`src/rtl/dff_pipe_pkg.sv`:
```
// Shared constants and helpers for the dff_pipe delay line.
// Output taps are added when DFF_PIPE_TAPS_EN is defined.
package dff_pipe_pkg;

    localparam int unsigned DEFAULT_RESET_VAL = 0;

    // Width of a counter that must hold 0..depth inclusive.
    function automatic int occ_width(input int depth);
        return $clog2(depth + 1);
    endfunction

endpackage

```
`src/rtl/dff_pipe_if.sv`:
```
// Data/valid/stall bundle for dff_pipe; taps appear when DFF_PIPE_TAPS_EN is defined.
// Handshake: en=1 advances every stage by one word; no back-pressure, in_valid qualifies d.
interface dff_pipe_if #(
    parameter int WIDTH = 8,
    parameter int DEPTH = 4
);
    localparam int CW = dff_pipe_pkg::occ_width(DEPTH);

    logic             en;
    logic             flush;
    logic             in_valid;
    logic [WIDTH-1:0] d;
    logic [WIDTH-1:0] q;
    logic             out_valid;
    logic [CW-1:0]    occupancy;
`ifdef DFF_PIPE_TAPS_EN
    logic [WIDTH*DEPTH-1:0] taps;
    logic [DEPTH-1:0]       tap_valid;

    modport master (output en, flush, in_valid, d,
                    input  q, out_valid, occupancy, taps, tap_valid);
    modport slave  (input  en, flush, in_valid, d,
                    output q, out_valid, occupancy, taps, tap_valid);
`else
    modport master (output en, flush, in_valid, d,
                    input  q, out_valid, occupancy);
    modport slave  (input  en, flush, in_valid, d,
                    output q, out_valid, occupancy);
`endif
endinterface

```
`src/rtl/dff_stage.sv`:
```
// One data+valid register with rst > flush > en > hold priority.
module dff_stage #(
    parameter int               WIDTH     = 8,
    parameter logic [WIDTH-1:0] RESET_VAL = '0
) (
    input  logic             clk,
    input  logic             rst,
    input  logic             en,
    input  logic             flush,
    input  logic [WIDTH-1:0] d,
    input  logic             vld_in,
    output logic [WIDTH-1:0] q,
    output logic             vld_out
);

    // Flush only kills the valid bit; the data word is left in place.
    always_ff @(posedge clk) begin
        if (rst) begin
            q       <= RESET_VAL;
            vld_out <= 1'b0;
        end else if (flush) begin
            vld_out <= 1'b0;
        end else if (en) begin
            q       <= d;
            vld_out <= vld_in;
        end
    end

endmodule

```
`src/rtl/dff_pipe.sv`:
```
// DEPTH-stage delay line with valid, stall, flush and occupancy count.
// Define DFF_PIPE_TAPS_EN to expose every stage on taps/tap_valid.
module dff_pipe
    import dff_pipe_pkg::*;
#(
    parameter int               WIDTH     = 8,
    parameter int               DEPTH     = 4,
    parameter logic [WIDTH-1:0] RESET_VAL = WIDTH'(DEFAULT_RESET_VAL)
) (
    input  logic       clk,
    input  logic       rst,
    dff_pipe_if.slave  bus
);

    localparam int CW = occ_width(DEPTH);

    logic [WIDTH-1:0] data [DEPTH];
    logic [WIDTH-1:0] d_in [DEPTH];
    logic [DEPTH-1:0] vld;
    logic [DEPTH-1:0] v_in;
    logic [CW-1:0]    occ;

    for (genvar i = 0; i < DEPTH; i++) begin : g_stage
        if (i == 0) begin : g_head
            assign d_in[i] = bus.d;
            assign v_in[i] = bus.in_valid;
        end else begin : g_body
            assign d_in[i] = data[i-1];
            assign v_in[i] = vld[i-1];
        end

        dff_stage #(
            .WIDTH     (WIDTH),
            .RESET_VAL (RESET_VAL)
        ) u_stage (
            .clk     (clk),
            .rst     (rst),
            .en      (bus.en),
            .flush   (bus.flush),
            .d       (d_in[i]),
            .vld_in  (v_in[i]),
            .q       (data[i]),
            .vld_out (vld[i])
        );

`ifdef DFF_PIPE_TAPS_EN
        assign bus.taps[i*WIDTH +: WIDTH] = data[i];
`endif
    end

    // A word entering and a word leaving on the same advance cancel out.
    always_ff @(posedge clk) begin
        if (rst) begin
            occ <= '0;
        end else if (bus.flush) begin
            occ <= '0;
        end else if (bus.en) begin
            occ <= occ + CW'(bus.in_valid) - CW'(vld[DEPTH-1]);
        end
    end

    assign bus.q         = data[DEPTH-1];
    assign bus.out_valid = vld[DEPTH-1];
    assign bus.occupancy = occ;
`ifdef DFF_PIPE_TAPS_EN
    assign bus.tap_valid = vld;
`endif

`ifndef SYNTHESIS
    always @(posedge clk) begin
        if (!rst) begin
            assert (int'(occ) == $countones(vld));
            assert (int'(occ) <= DEPTH);
        end
    end
`endif

endmodule

```
`src/flat_wrapper.sv`:
```
// flat-port wrapper written by rule: the top's interface ports become plain ports
module dff_pipe_flat import dff_pipe_pkg::*;
#(
    parameter int               WIDTH     = 8,
    parameter int               DEPTH     = 4,
    parameter logic [WIDTH-1:0] RESET_VAL = WIDTH'(DEFAULT_RESET_VAL)
)
  (clk, rst, bus_en, bus_flush, bus_in_valid, bus_d, bus_q, bus_out_valid, bus_occupancy);
  dff_pipe_if #(.WIDTH(WIDTH), .DEPTH(DEPTH)) bus_i ();
  input  logic clk;
  input  logic rst;
  input wire logic [$bits(bus_i.en)-1:0] bus_en;
  input wire logic [$bits(bus_i.flush)-1:0] bus_flush;
  input wire logic [$bits(bus_i.in_valid)-1:0] bus_in_valid;
  input wire logic [$bits(bus_i.d)-1:0] bus_d;
  output wire logic [$bits(bus_i.q)-1:0] bus_q;
  output wire logic [$bits(bus_i.out_valid)-1:0] bus_out_valid;
  output wire logic [$bits(bus_i.occupancy)-1:0] bus_occupancy;
  assign bus_i.en = bus_en;
  assign bus_i.flush = bus_flush;
  assign bus_i.in_valid = bus_in_valid;
  assign bus_i.d = bus_d;
  assign bus_q = bus_i.q;
  assign bus_out_valid = bus_i.out_valid;
  assign bus_occupancy = bus_i.occupancy;
  dff_pipe #(.WIDTH(WIDTH), .DEPTH(DEPTH), .RESET_VAL(RESET_VAL)) u_core (.clk(clk), .rst(rst), .bus(bus_i));
endmodule
```
`config.mk`:
```
export PLATFORM = sky130hd
export DESIGN_NAME = dff_pipe_flat
export DESIGN_NICKNAME = d
export VERILOG_FILES = /design/src/rtl/dff_pipe_pkg.sv /design/src/rtl/dff_pipe_if.sv /design/src/rtl/dff_stage.sv /design/src/rtl/dff_pipe.sv /design/src/flat_wrapper.sv
export SDC_FILE = /design/constraint.sdc
export NUM_CORES = 1
export LEC_CHECK = 0
export BUFFER_PORTS_ARGS = -buffer_cell sky130_fd_sc_hd__buf_4
export CORE_MARGIN = 10
export CORE_UTILIZATION = 57
export DETAILED_ROUTE_END_ITERATION = 12
export GPL_ROUTABILITY_DRIVEN = 1
export PLACE_DENSITY = 0.83
export SYNTH_ARGS = -nofsm -noshare
export SYNTH_HDL_FRONTEND = slang
export SYNTH_SLANG_ARGS = --single-unit
export TNS_END_PERCENT = 1
```
`constraint.sdc`:
```
create_clock -name clk -period 4.3 [get_ports clk]
set_clock_uncertainty 0.1 [all_clocks]
set_input_delay 0.43 -clock clk [delete_from_list [all_inputs] [get_ports clk]]
set_output_delay 0.43 -clock clk [all_outputs]
set_load 0.005 [all_outputs]
```
==> results.md <==
* Status: complete, no violations
* Cell variety after synth at 19
* Share of post-route cells with drive strength above 1 at 17.1%
* Worst skew pair latency at 330 ps
* Die Span Y at 70.3 microns
* CTS tree: built
* DR WL/cell at roughly 12 microns
* Average cell area after synthesis at between 8 and 9 sq um
* MaxCap Viol Count at 0
* Post-Place Cell Area at 1600 sq um
* Net Sw Frac at 23.3%
* Antenna diode count at 0
* Crit Path Max Fanout at 3
* Combinational share of power at 6.8%
* Root Driver: clkbuf_4
* Ports at 25
* DR vias at 1126
* H-tree depth at 2
* GRT overflow at 0
* CTS hold repair buffers at 0
* Vias in the first global route at roughly 1100
* Setup TNS at 0 ps
* Drt pass-1 iters at 4
* Starting density of the core at 58.8%
* Max Freq at 482 MHz
* Hold Slack at 239 ps
* Power density cells at around 350 nW/um^2
* FF+latch count, synth at 39
* Crit path required time at 4440 ps
* Port Buffer Count at 24
* Core Rows at 18
* Layout Cells excl Fill at 223
* Post-CTS Setup Bufs at 0
* Int Pwr at 0.447 mW
* RePlAce Congestion at 0.771
* WS Path Type: flop to flop
* Slew headroom at 28.1%
* Antenna Nets Post-Route at 0
* Post-synthesis sequential area ratio at 54.1%
* Critical Path End Type: flop
* Post-Synthesis Cells at 174
* Full die area at 4940 sq um
* First DRT Iteration DRCs at 79
* Post-CTS sizing at 0
* Final period util at 48.3%
* Synth warn at 0
* DR vias/cell at 5.05
* # clock sinks at 39
* WL final at 2750 microns
* Final Hold Vio Count at 0
* Final min period at 2080 ps
* Clk network pwr share at 29.5%
* Post-layout net count at about 210
* Inst Count DP at 215
* Pin count of the biggest net entering global routing at 34
* Global-route wire length before repair at about 4400 microns
* Maximum VDD drop at approximately 0.27 mV
* Bufs on Longest Clock Path at 2
* Startpoint Class: flop
* Worst slew pin tran at ~1100 ps
* DPL Wire Length at 2000 microns
* Initial antenna violation count at 0
* Post-Syn Area at 1440 sq um
* Worst min path class: primary input to flop
* Layout area overhead at 14.1%
* Slew Limit Fails at 0
* Total core area at between 2000 and 2500 sq um
* Leakage at 0.635 nW
* CTS Buf Count at 5
* Layout Cell Area excl Fill at around 1600 sq um
* Reg clk slew, reported paths at roughly 110 ps
* Number of remaining DRC errors at 0
* P_sw at about 0.14 mW
* Crit path arrival time at roughly 2200 ps
* RSZ-0062 raised after global routing: no
* Syn_nets at 190
* Tot GR Track Use at roughly a tenth
* Die X at 70.3 microns
* Portion of total power attributed to sequential cells at 63.7%
* Final setup vio count at 0
[synthesized netlist by cell type]
cell type	number	area share, %
clkbuf_2	1	0.35
nor2_1	7	1.8
a21oi_1	32	11
a211oi_1	1	0.52
inv_1	4	1.0
a211oi_2	1	0.87
fa_1	1	1.4
ha_1	2	1.7
mux2i_1	5	3.5
dfxtp_1	39	54
a31o_1	1	0.61
or2_1	1	0.43
clkbuf_1	4	1.0
nand2_1	64	17
buf_6	1	0.78
nor2b_1	1	0.43
nand2b_2	1	0.61
buf_2	7	2.4
xor2_1	1	0.61
[placed cells by master, fill, tap and decap left out]
cell and n:
a211oi_1 1, a211oi_2 1, a21oi_1 32, a31o_1 1, buf_4 24, clkbuf_1 2
clkbuf_4 5, clkinv_2 1, dfxtp_1 39, fa_1 1, ha_1 2, inv_1 4
mux2i_1 5, nand2_1 64, nand2b_2 1, nor2_1 7, nor2b_2 1, or2_1 1
xor2_1 1
[per-stage QoR]
stage	util (%)	power (mW)	setup WS [ps]
after floorplan	-	0.406	2400
after global placement	65.0	0.416	2370
after detailed placement	65.0	0.419	2230
after CTS	67.1	0.587	2220
after global routing	67.1	0.606	2110
final	67.1	0.582	2220
[routing by layer]
metal | track usage [%] | share of wire [%] | vias to the layer above
met3 | 4.24 | 5.2 | 8
met2 | 18.5 | 50 | 28
li1 | - | - | 589
met4 | 5.26 | 2.5 | 0
met5 | 0 | 0 | -
met1 | 10.8 | 42 | 501
[registers in the layout, indices dropped and copies added, names as in the netlist]
name,cells
u_core.g_stage.u_stage.vld_out,4
u_core.g_stage.u_stage.q,32
u_core.bus.occupancy,3
[worst paths after layout]
check                                      start                        endpoint  slack, ps  cells past startpoint
setup reg to reg         u_core.bus.occupancy[0]         u_core.bus.occupancy[2]       2220                      9
hold / removal                          bus_d[5]  u_core.g_stage[0].u_stage.q[5]        240                      3
hold reg to reg   u_core.g_stage[1].u_stage.q[3]  u_core.g_stage[2].u_stage.q[3]        360                      2
setup / recovery         u_core.bus.occupancy[0]         u_core.bus.occupancy[2]       2220                      9
[power by group through the flow]
stage / registers [mW] / clock network [mW] / logic, mW
global placement: 0.379 / 0 / 0.0374
floorplan: 0.379 / 0 / 0.0279
finish: 0.371 / 0.172 / 0.0394
global route: 0.372 / 0.190 / 0.0444
detailed placement: 0.379 / 0 / 0.0396
CTS: 0.371 / 0.177 / 0.0398
[worst max-delay path: stages (launching register included)]
cell	delay, ps
dfxtp_1	370
inv_1	50
ha_1	280
inv_1	50
ha_1	130
inv_1	50
fa_1	380
xor2_1	250
a211oi_2	120
a31o_1	200
[final cells by class]
type                    count  area (sq um)
flip-flops and latches     39           781
clock inverters             1          5.00
inverters                   4          15.0
multi-input cells         118           583
well taps                  30          37.5
repair buffers             24           180
fillers                   200           808
clock buffers               7          45.0
[cell families (layout without fill, tap and decap cells)]
logic type                 after synthesis  after routing  synth area share [%]
muxes                                    5              5                  3.47
and+or+nand+nor                         74             74                  19.9
xor gates and xnor gates                 1              1                 0.607
DFF                                     39             39                  54.1
buffers and inverters                   17             36                  5.64
adders and majority gates                3              3                  3.12
AOI/OAI and AO/OA                       35             35                  13.1
No activity file was read; power rests on OpenSTA's default activity.
